$ cat config.mk
export PLATFORM = sky130hd
export DESIGN_NAME = bottomhalf_bus_initiator
export DESIGN_NICKNAME = d
export VERILOG_FILES = /design/src/rtl/bottomhalf_bus_initiator_pkg.sv /design/src/rtl/bottomhalf_bus_initiator_phase_timer.sv /design/src/rtl/bottomhalf_bus_initiator.sv
export SDC_FILE = /design/constraint.sdc
export NUM_CORES = 1
export LEC_CHECK = 0
export BUFFER_PORTS_ARGS = -buffer_cell sky130_fd_sc_hd__buf_2
export CELL_PAD_IN_SITES_DETAIL_PLACEMENT = 1
export CELL_PAD_IN_SITES_GLOBAL_PLACEMENT = 2
export CORE_AREA = 2 2 73 93
export DETAILED_ROUTE_END_ITERATION = 10
export DIE_AREA = 0 0 75 95
export GPL_TIMING_DRIVEN = 0
export HOLD_SLACK_MARGIN = 0.1
export PLACE_DENSITY = 0.89
export SYNTH_ARGS = -nofsm -noshare
export SYNTH_HDL_FRONTEND = slang
export SYNTH_HIERARCHICAL = 1
export SYNTH_SLANG_ARGS = --single-unit
$ cat constraint.sdc
create_clock -name osc -period 5 [get_ports osc]
set_input_delay 0.75 -clock osc [delete_from_list [all_inputs] [get_ports osc]]
set_output_delay 0.75 -clock osc [all_outputs]
set_load 0.05 [all_outputs]
$ cat src/rtl/bottomhalf_bus_initiator_pkg.sv
// Shared constants for the bottom-half parallel bus initiator: address map details,
// FSM state encodings and a helper for phase timer load values.
package bottomhalf_bus_initiator_pkg;

   // Bus address bit the caller sets to mark a valid slave access
   localparam int unsigned ADDR_OK_BIT = 4;

   // Read-only identification registers present in every bottom-half bitfile
   localparam logic [7:0] ID_TYPE_LO_ADDR = 8'hFD;
   localparam logic [7:0] ID_TYPE_HI_ADDR = 8'hFE;
   localparam logic [7:0] ID_SUBTYPE_ADDR = 8'hFF;

   // Initiator FSM state encodings
   localparam logic [2:0] ST_IDLE       = 3'd0;
   localparam logic [2:0] ST_ADDR_SETUP = 3'd1;
   localparam logic [2:0] ST_ADDR_PULSE = 3'd2;
   localparam logic [2:0] ST_ADDR_HOLD  = 3'd3;
   localparam logic [2:0] ST_DATA_SETUP = 3'd4;
   localparam logic [2:0] ST_STROBE     = 3'd5;
   localparam logic [2:0] ST_RECOVER    = 3'd6;

   // A phase lasting 'cycles' osc cycles loads its down-counter with cycles-1
   function automatic logic [7:0] phase_load(input int unsigned cycles);
      return 8'(cycles - 1);
   endfunction

endpackage

$ cat src/rtl/bottomhalf_bus_initiator_phase_timer.sv
// Loadable 8-bit down-counter that times each bus phase; done is high at count zero.
module bottomhalf_bus_initiator_phase_timer (
   input  logic       osc,
   input  logic       rst,
   input  logic       load,
   input  logic [7:0] load_val,
   output logic       done
);

   logic [7:0] count;

   // Load on phase entry, otherwise count down and park at zero
   always_ff @(posedge osc or posedge rst) begin
      if (rst) begin
         count <= 8'd0;
      end else if (load) begin
         count <= load_val;
      end else if (count != 8'd0) begin
         count <= count - 8'd1;
      end
   end

   assign done = (count == 8'd0);

endmodule

$ cat src/rtl/bottomhalf_bus_initiator.sv
// Bottom-half bus initiator: turns single-word read/write requests into timed
// ALE / WRITE / READ cycles, skipping the address phase when the slave already
// holds the requested address.
module bottomhalf_bus_initiator
   import bottomhalf_bus_initiator_pkg::*;
#(
   parameter int unsigned T_SETUP    = 2,
   parameter int unsigned T_PULSE    = 3,
   parameter int unsigned T_RECOVER  = 2,
   parameter int unsigned ADDR_CACHE = 1
) (
   input  logic       osc,
   input  logic       rst,
   input  logic       req_valid,
   output logic       req_ready,
   input  logic       req_write,
   input  logic [7:0] req_addr,
   input  logic [7:0] req_wdata,
   output logic       rsp_valid,
   output logic [7:0] rsp_rdata,
   output logic [7:0] bus_data_out,
   output logic       bus_data_oe,
   input  logic [7:0] bus_data_in,
   output logic       bus_ale,
   output logic       bus_write,
   output logic       bus_read
);

   localparam logic [7:0] LD_SETUP   = phase_load(T_SETUP);
   localparam logic [7:0] LD_PULSE   = phase_load(T_PULSE);
   localparam logic [7:0] LD_RECOVER = phase_load(T_RECOVER);

   logic [2:0] state_q, state_d;
   logic       lat_write_q;
   logic [7:0] lat_addr_q, lat_wdata_q;
   logic [7:0] cache_addr_q;
   logic       cache_valid_q;
   logic [7:0] rdata_q;
   logic       tmr_load, tmr_done;
   logic [7:0] tmr_val;
   logic       accept, cache_hit;

   // req_ready is forced low during reset even though the state is already IDLE
   assign req_ready = (state_q == ST_IDLE) && !rst;
   assign accept    = req_valid && req_ready;
   assign cache_hit = (ADDR_CACHE != 0) && cache_valid_q && (req_addr == cache_addr_q);

   bottomhalf_bus_initiator_phase_timer u_timer (
      .osc      (osc),
      .rst      (rst),
      .load     (tmr_load),
      .load_val (tmr_val),
      .done     (tmr_done)
   );

   // Phase sequencing: each timed state exits when its counter reaches zero
   always_comb begin
      state_d  = state_q;
      tmr_load = 1'b0;
      tmr_val  = 8'd0;
      case (state_q)
         ST_IDLE: begin
            if (accept) begin
               state_d  = cache_hit ? ST_DATA_SETUP : ST_ADDR_SETUP;
               tmr_load = 1'b1;
               tmr_val  = LD_SETUP;
            end
         end
         ST_ADDR_SETUP: begin
            if (tmr_done) begin
               state_d  = ST_ADDR_PULSE;
               tmr_load = 1'b1;
               tmr_val  = LD_PULSE;
            end
         end
         ST_ADDR_PULSE: begin
            if (tmr_done) begin
               state_d  = ST_ADDR_HOLD;
               tmr_load = 1'b1;
               tmr_val  = LD_RECOVER;
            end
         end
         ST_ADDR_HOLD: begin
            if (tmr_done) begin
               state_d  = ST_DATA_SETUP;
               tmr_load = 1'b1;
               tmr_val  = LD_SETUP;
            end
         end
         ST_DATA_SETUP: begin
            if (tmr_done) begin
               state_d  = ST_STROBE;
               tmr_load = 1'b1;
               tmr_val  = LD_PULSE;
            end
         end
         ST_STROBE: begin
            if (tmr_done) begin
               state_d  = ST_RECOVER;
               tmr_load = 1'b1;
               tmr_val  = LD_RECOVER;
            end
         end
         ST_RECOVER: begin
            if (tmr_done) begin
               state_d = ST_IDLE;
            end
         end
         default: state_d = ST_IDLE;
      endcase
   end

   // FSM state register
   always_ff @(posedge osc or posedge rst) begin
      if (rst) begin
         state_q <= ST_IDLE;
      end else begin
         state_q <= state_d;
      end
   end

   // Capture the request at accept so later changes on the request port are ignored
   always_ff @(posedge osc or posedge rst) begin
      if (rst) begin
         lat_write_q <= 1'b0;
         lat_addr_q  <= 8'd0;
         lat_wdata_q <= 8'd0;
      end else if (accept) begin
         lat_write_q <= req_write;
         lat_addr_q  <= req_addr;
         lat_wdata_q <= req_wdata;
      end
   end

   // Remember the slave's latched address once its ALE falling edge has completed
   always_ff @(posedge osc or posedge rst) begin
      if (rst) begin
         cache_addr_q  <= 8'd0;
         cache_valid_q <= 1'b0;
      end else if ((state_q == ST_ADDR_HOLD) && tmr_done) begin
         cache_addr_q  <= lat_addr_q;
         cache_valid_q <= 1'b1;
      end
   end

   // Sample read data on the last READ-low cycle, while the slave still drives the bus
   always_ff @(posedge osc or posedge rst) begin
      if (rst) begin
         rdata_q <= 8'd0;
      end else if ((state_q == ST_STROBE) && tmr_done && !lat_write_q) begin
         rdata_q <= bus_data_in;
      end
   end

   assign rsp_rdata = rdata_q;

   // Bus pin decode from the current phase
   always_comb begin
      bus_data_out = 8'd0;
      bus_data_oe  = 1'b0;
      bus_ale      = 1'b0;
      bus_write    = 1'b1;
      bus_read     = 1'b1;
      rsp_valid    = 1'b0;
      case (state_q)
         ST_ADDR_SETUP, ST_ADDR_HOLD: begin
            bus_data_oe  = 1'b1;
            bus_data_out = lat_addr_q;
         end
         ST_ADDR_PULSE: begin
            bus_data_oe  = 1'b1;
            bus_data_out = lat_addr_q;
            bus_ale      = 1'b1;
         end
         ST_DATA_SETUP: begin
            // Reads leave the bus undriven so it has turned around before READ falls
            if (lat_write_q) begin
               bus_data_oe  = 1'b1;
               bus_data_out = lat_wdata_q;
            end
         end
         ST_STROBE: begin
            if (lat_write_q) begin
               bus_data_oe  = 1'b1;
               bus_data_out = lat_wdata_q;
               bus_write    = 1'b0;
            end else begin
               bus_read = 1'b0;
            end
         end
         ST_RECOVER: begin
            // Write data is held after the WRITE rising edge for the slave's hold time
            if (lat_write_q) begin
               bus_data_oe  = 1'b1;
               bus_data_out = lat_wdata_q;
            end
            rsp_valid = tmr_done;
         end
         default: ;
      endcase
   end

endmodule

==> flow_summary.toml, run 1 <==
[logic_synthesis]
synth.area.top_cells = "dfrtp_1, mux2_2, a22o_1, xnor2_1, nand2_1"
synth_ff_type = "dfrtp_1"
synth.avg_cell_area_um2 = 11.63
ys_seq_elements = 45
yosysTopAreaCellShare_pct = 49.92
syn_inst = 194
yosys_warnings = 6
synth_most_common_cell = "dfrtp_1"
ys_top_cells_by_count = "dfrtp_1, mux2_2, nand2_1"
synth.yosys.seq_area_share_pct = 49.92
synth_cell_types = 47
yosysTopAreaCell = "dfrtp_1"
syn_area_um2 = 2256
synth_edf_count = 0
async_flop_share_pct = 100.0

[cells_and_area]
regArea_um2 = 1126
final_nets = 284
area_growth_pct = 21.46
drive_above_1_share_pct = 41.80
layout.cells.non_filler = 343
antenna_cells = 0
multi_input_comb_area_um2 = 1087
fillers = 708

[route]
wire_per_inst_um = 14.81
drc = 0
totalWireLength_um = 5080
viasPerCell = 4.918
drt_first_pass_iters = 3
antenna_left = 0
drt_iter0_drc = 18
num_vias = 1687

[pwr]
internal-power_uw = 853.6
power_frac_seq_pct = 40.1
leakagePower_uw = 0.001345
p_clk_share_pct = 19.6
pwr-share-comb_pct = 40.3
p_sw_share_pct = 39.83
power_density_nw_per_um2 = 517.8
p_sw_uw = 565.1
ir_drop_v = 0.0003009

[global_routing]
grt_usage_pct = 15.52
grt_max_degree = 38
grt_overflow = 0
grt_pass1_vias = 1821
grt_first_pass_wirelength_um = 8466
antenna_found_initial = 0

[timing]
rsz0062_at_grt = "false"
hold_viol = 0
maxSlewViolCount = 0
final.period_utilization_pct = 66.05
tightest_slew_ps = 756.7
tns_ps = 0
period_minus_slack_ps = 3303
setup-violations-final = 0
max-slew-margin-rel_pct = 49.48
fmax_ghz = 0.3028
finClkSkew_ps = 6.715

[clock_tree]
clockBufferDepth = 2
cts_tree = "yes"
ctsHoldBuffers = 0
cts_resized = 0
clk_pin_slew_worst_paths_ps = 80
numClockSinks = 45
root_buffer = "clkbuf_8"
h-tree-depth = 2
postCtsSetupRepairBufs = 0
numCtsBuffers = 5
clk_latency_ps = 300

[floorplan]
fp.coreArea_um2 = 6317
dieArea_um2 = 7125
io_pins = 50
die_h_um = 95
die_x_um = 75
start_util_pct = 35.71
rows = 33

[setup_path]
end_kind = "primary output"
crit_required_ps = 4250
r2r-end = "u_timer/count[6]$_DFFE_PP0P_"
reg2reg_slack_ps = 2080
criticalPathCategory = "reg2out"
setup.worst_path.end = "rsp_valid"
r2r_cells = 12
arrival_ps = 2550
cpPeakStageDelay_ps = 430
cpMaxStageDelayCell = "or4b_1"
crit_top_cell = "buf_2"
cp_cell_sequence = "inv_1 -> ha_1 -> or4b_1 -> buf_2 -> nor2_2 -> buf_2 -> and4b_1 -> buf_2"
crit_start = "u_timer/count[0]$_DFFE_PP0P_"
crit_fanout = 10
rr_startpoint = "u_timer/count[0]$_DFFE_PP0P_"
cp-start-kind = "flop"

[run_status]
status = "finished clean"

[place]
hpwl_um = 3898
place_congestion = 0.7481
numPortBuffers = 49
placed_cells = 335

[flow_run]
cap_violations = 0

[hold_path]
holdCritPathClass = "in2async"
==> kinds of logic after synthesis <==
kind of cell / after synthesis / share of synthesized area, %
AOI/OAI and AO/OA: 37 / 12.20
DFF: 45 / 49.92
buffers and inverters: 14 / 2.717
adders and majority gates: 1 / 0.5545
xor gates and xnor gates: 11 / 4.271
and+or+nand+nor: 52 / 13.70
muxes: 33 / 16.47
other: 1 / 0.1662
==> cells in the final DEF, fill, tap and decap left out, types with 2 or more instances in the layout <==
| master | instances |
|---|---|
| mux2_2 | 33 |
| and3_1 | 2 |
| a21oi_1 | 3 |
| or3_1 | 2 |
| nand2b_1 | 3 |
| inv_1 | 4 |
| clkbuf_1 | 2 |
| xor2_1 | 3 |
| o21ai_0 | 6 |
| conb_1 | 6 |
| nand2_1 | 12 |
| nand4_1 | 2 |
| clkbuf_8 | 5 |
| xnor2_1 | 8 |
| o31ai_1 | 4 |
| buf_2 | 56 |
| nor2b_1 | 2 |
| nor2_2 | 2 |
| a31oi_1 | 2 |
| a22o_1 | 8 |
| o31a_1 | 2 |
| nor3_1 | 6 |
| nor2_1 | 10 |
| dfrtp_1 | 45 |
| a21boi_0 | 2 |
==> power groups by stage <==
stage          registers (uW)  clock network (uW)  logic [uW]
2_1_floorplan             581                   0         429
3_3_place_gp              570                   0         563
3_5_place_dp              577                   0         577
4_1_cts                   570                 284         580
5_1_grt                   588                 294         624
6_report                  568                 279         572
==> worst min-delay path by stage <==
stage / start / to / slack (ps) / cells past startpoint
detailed placement: cache_valid_q$_DFFE_PP0P_ / cache_valid_q$_DFFE_PP0P_ / 460 / 1
finish: rst / u_timer/count[1]$_DFFE_PP0P_ / 450 / 2
global placement: cache_valid_q$_DFFE_PP0P_ / cache_valid_q$_DFFE_PP0P_ / 450 / 1
CTS: rst / u_timer/count[1]$_DFFE_PP0P_ / 460 / 2
global route: rst / u_timer/count[0]$_DFFE_PP0P_ / 480 / 2
floorplan: cache_valid_q$_DFFE_PP0P_ / cache_valid_q$_DFFE_PP0P_ / 430 / 1
==> flip-flops by register name, indices dropped and copies added (netlist names) <==
signal         cells
cache_addr_q       8
lat_write_q        1
state_q            3
u_timer/count      8
lat_wdata_q        8
cache_valid_q      1
lat_addr_q         8
rsp_rdata          8
==> metal layers <==
| layer | up-vias | wire length, um | GRT usage [%] |
|---|---|---|---|
| met2 | 26 | 2817 | 28.58 |
| met5 | - | 0 | 0 |
| met1 | 841 | 2045 | 17.44 |
| li1 | 813 | - | - |
| met3 | 7 | 147 | 3.095 |
| met4 | 0 | 70 | 4.911 |
==> critical path, delay by kind of cell (launching register included) <==
| kind | cells | cell delay, ps |
|---|---|---|
| DFF | 1 | 410 |
| buffers and inverters | 4 | 770 |
| and+or+nand+nor | 3 | 820 |
| adders and majority gates | 1 | 240 |
==> cell type report <==
class / count / share of cell area [%]
buffer: 9 / 1.553
multi-input combinational: 140 / 39.68
inverter: 5 / 0.6849
timing repair buffer: 49 / 8.950
tap: 87 / 3.973
clock buffer: 6 / 2.648
clock inverter: 2 / 1.416
sequential: 45 / 41.10
==> per-stage QoR <==
stage	setup WS [ps]	hold WS, ps	util (%)	total power [uW]	area, um2
3_5_place_dp	2044	456.2	41.61	1154	2629
2_1_floorplan	2183	434.3	-	1010	2275
3_3_place_gp	2039	449.3	41.61	1132	2629
4_1_cts	1697	464.0	43.37	1433	2740
6_report	1697	451.7	43.37	1419	2740
5_1_grt	1546	477.2	43.37	1506	2740
No activity file was read; power rests on OpenSTA's default activity.
==> run 2: changes to the inputs <==
--- a/config.mk
+++ b/config.mk
@@ -8,12 +8,12 @@
 export BUFFER_PORTS_ARGS = -buffer_cell sky130_fd_sc_hd__buf_2
 export CELL_PAD_IN_SITES_DETAIL_PLACEMENT = 1
 export CELL_PAD_IN_SITES_GLOBAL_PLACEMENT = 2
-export CORE_AREA = 2 2 73 93
+export CORE_AREA = 2 2 75 95
 export DETAILED_ROUTE_END_ITERATION = 10
-export DIE_AREA = 0 0 75 95
+export DIE_AREA = 0 0 77 97
 export GPL_TIMING_DRIVEN = 0
 export HOLD_SLACK_MARGIN = 0.1
-export PLACE_DENSITY = 0.89
+export PLACE_DENSITY = 0.85
 export SYNTH_ARGS = -nofsm -noshare
 export SYNTH_HDL_FRONTEND = slang
 export SYNTH_HIERARCHICAL = 1
==> constraint.sdc (replaced) <==
create_clock -name osc -period 3.38 [get_ports osc]
set_input_delay 0.507 -clock osc [delete_from_list [all_inputs] [get_ports osc]]
set_output_delay 0.507 -clock osc [all_outputs]
set_load 0.05 [all_outputs]
==> run 2 against run 1 <==
Compared with the run above: critical endpoint unchanged; worst hold slack lost 250 ps; design area shrank 0.87%; count of clock-buffer cells in the layout is the same; sequential power grew 48%; routed wire length shrank 2.0%; sequential share of layout area grew 0.36 points; flip-flop and latch count is the same; global-route usage shrank 1.0 points; die area grew 4.8%; clock skew shrank 2.5 ps; critical path depth is the same.
==> flow_summary.toml, run 2 (synthesis results as in run 1) <==
[cells_and_area]
mostFrequentLayoutCells = "buf_2, dfrtp_1, mux2_2, nand2_1, nor2_1"
area_growth_pct = 20.41
final_common_cell = "buf_2"
final_nets = 284
layout.cells.non_filler = 343
drive_above_1_share_pct = 41.80
antenna_cells = 0

[timing]
final.period_utilization_pct = 89.10
maxSlewViolCount = 0
fin_ws_ps = 368.4
tightest_slew_ps = 754.5
fmax_ghz = 0.3321
max-slew-margin-rel_pct = 49.63
period_minus_slack_ps = 3012
tns_ps = 0
setup-violations-final = 0
hold_viol = 0
rsz0062_at_grt = "false"
finClkSkew_ps = 4.214

[setup_path]
rr_startpoint = "u_timer/count[0]$_DFFE_PP0P_"
r2r_cells = 12
arrival_ps = 2500
end_kind = "primary output"
criticalPathCategory = "reg2out"
crit_start = "u_timer/count[0]$_DFFE_PP0P_"
r2r-end = "u_timer/count[6]$_DFFE_PP0P_"
reg2reg_slack_ps = 420
crit_required_ps = 2870
crit_fanout = 10
cp-start-kind = "flop"

[place]
numPortBuffers = 49
hpwl_um = 3821
placed_cells = 335
place_congestion = 0.7454
place_ws_ps = 417.3

[route]
num_vias = 1672
wire_per_inst_um = 14.52
drc = 0
viasPerCell = 4.875
antenna_left = 0
totalWireLength_um = 4979
drt_iter0_drc = 28
drt_first_pass_iters = 3

[floorplan]
io_pins = 50
die_x_um = 77
fp.coreArea_um2 = 6524
rows = 33
die_h_um = 97
dieArea_um2 = 7469
start_util_pct = 34.58

[global_routing]
antenna_found_initial = 0
grt_pass1_vias = 1882
grt_usage_pct = 14.48
grt_overflow = 0
grt_max_degree = 38
grt_first_pass_wirelength_um = 8749

[pwr]
leakagePower_uw = 0.001327
pwr-share-comb_pct = 41.7
ir_drop_v = 0.0004284
power_density_nw_per_um2 = 745.1
power_frac_seq_pct = 41.5
internal-power_uw = 1186
p_sw_share_pct = 41.38
p_sw_uw = 837.4
p_clk_share_pct = 16.8

[hold_path]
holdCritPathClass = "in2async"

[clock_tree]
cts_resized = 0
root_buffer = "clkbuf_8"
numCtsBuffers = 5
cts_tree = "yes"
clockBufferDepth = 2
clk_pin_slew_worst_paths_ps = 90
numClockSinks = 45
clk_latency_ps = 300
postCtsSetupRepairBufs = 0
ctsHoldBuffers = 0
h-tree-depth = 2

[run_status]
status = "finished clean"

[flow_run]
cap_violations = 0
## run 2: worst max-delay path: stages (launching register included)
cell and delay, ps:
dfrtp_1 420, inv_1 90, ha_1 220, or4b_1 440
buf_2 180, nor2_2 150, buf_2 220, and4b_1 210
buf_2 260
## run 2: how the worst max path moves through the flow
stage	to	slack [ps]	cells after the start
floorplan	rsp_valid	810	7
global placement	u_timer/count[6]$_DFFE_PP0P_	420	12
detailed placement	u_timer/count[6]$_DFFE_PP0P_	420	12
CTS	rsp_valid	320	8
global route	u_timer/count[6]$_DFFE_PP0P_	60	12
finish	rsp_valid	370	8
## run 2: area by class of cell
type / instances / area [um2]
Buffer: 9 / 42.54
Fill cell: 786 / 3807
Clock buffer: 6 / 72.57
Clock inverter: 2 / 15.01
Multi-Input combinational cell: 140 / 1087
Tap cell: 87 / 108.9
Sequential cell: 45 / 1126
Timing Repair Buffer: 49 / 245.2
Inverter: 5 / 18.77
## run 2: power by group through the flow
stage	clock [uW]	combinational [uW]	sequential (uW)
finish	339	845	840
detailed placement	0	852	855
global placement	0	834	844
CTS	355	857	843
global route	374	924	868
floorplan	0	635	859
## run 2: stage by stage
| stage | instance area (um2) | hold WS (ps) | util (%) | power, uW |
|---|---|---|---|---|
| 3_3_place_gp | 2629 | 449.7 | 40.30 | 1678 |
| 5_1_grt | 2716 | 221.1 | 41.64 | 2166 |
| 6_report | 2716 | 201.0 | 41.64 | 2024 |
| 3_5_place_dp | 2629 | 458.4 | 40.30 | 1707 |
| 4_1_cts | 2716 | 203.9 | 41.64 | 2055 |
| 2_1_floorplan | 2275 | 322.7 | - | 1494 |
## run 2: per-layer routing
metal  GRT usage (%)  vias up  share of wire [%]
li1                -      815                  -
met1           17.03      827                 41
met2           26.52       25                 55
met3           2.799        5                2.8
met4           4.121        0                1.1
met5               0        -                  0
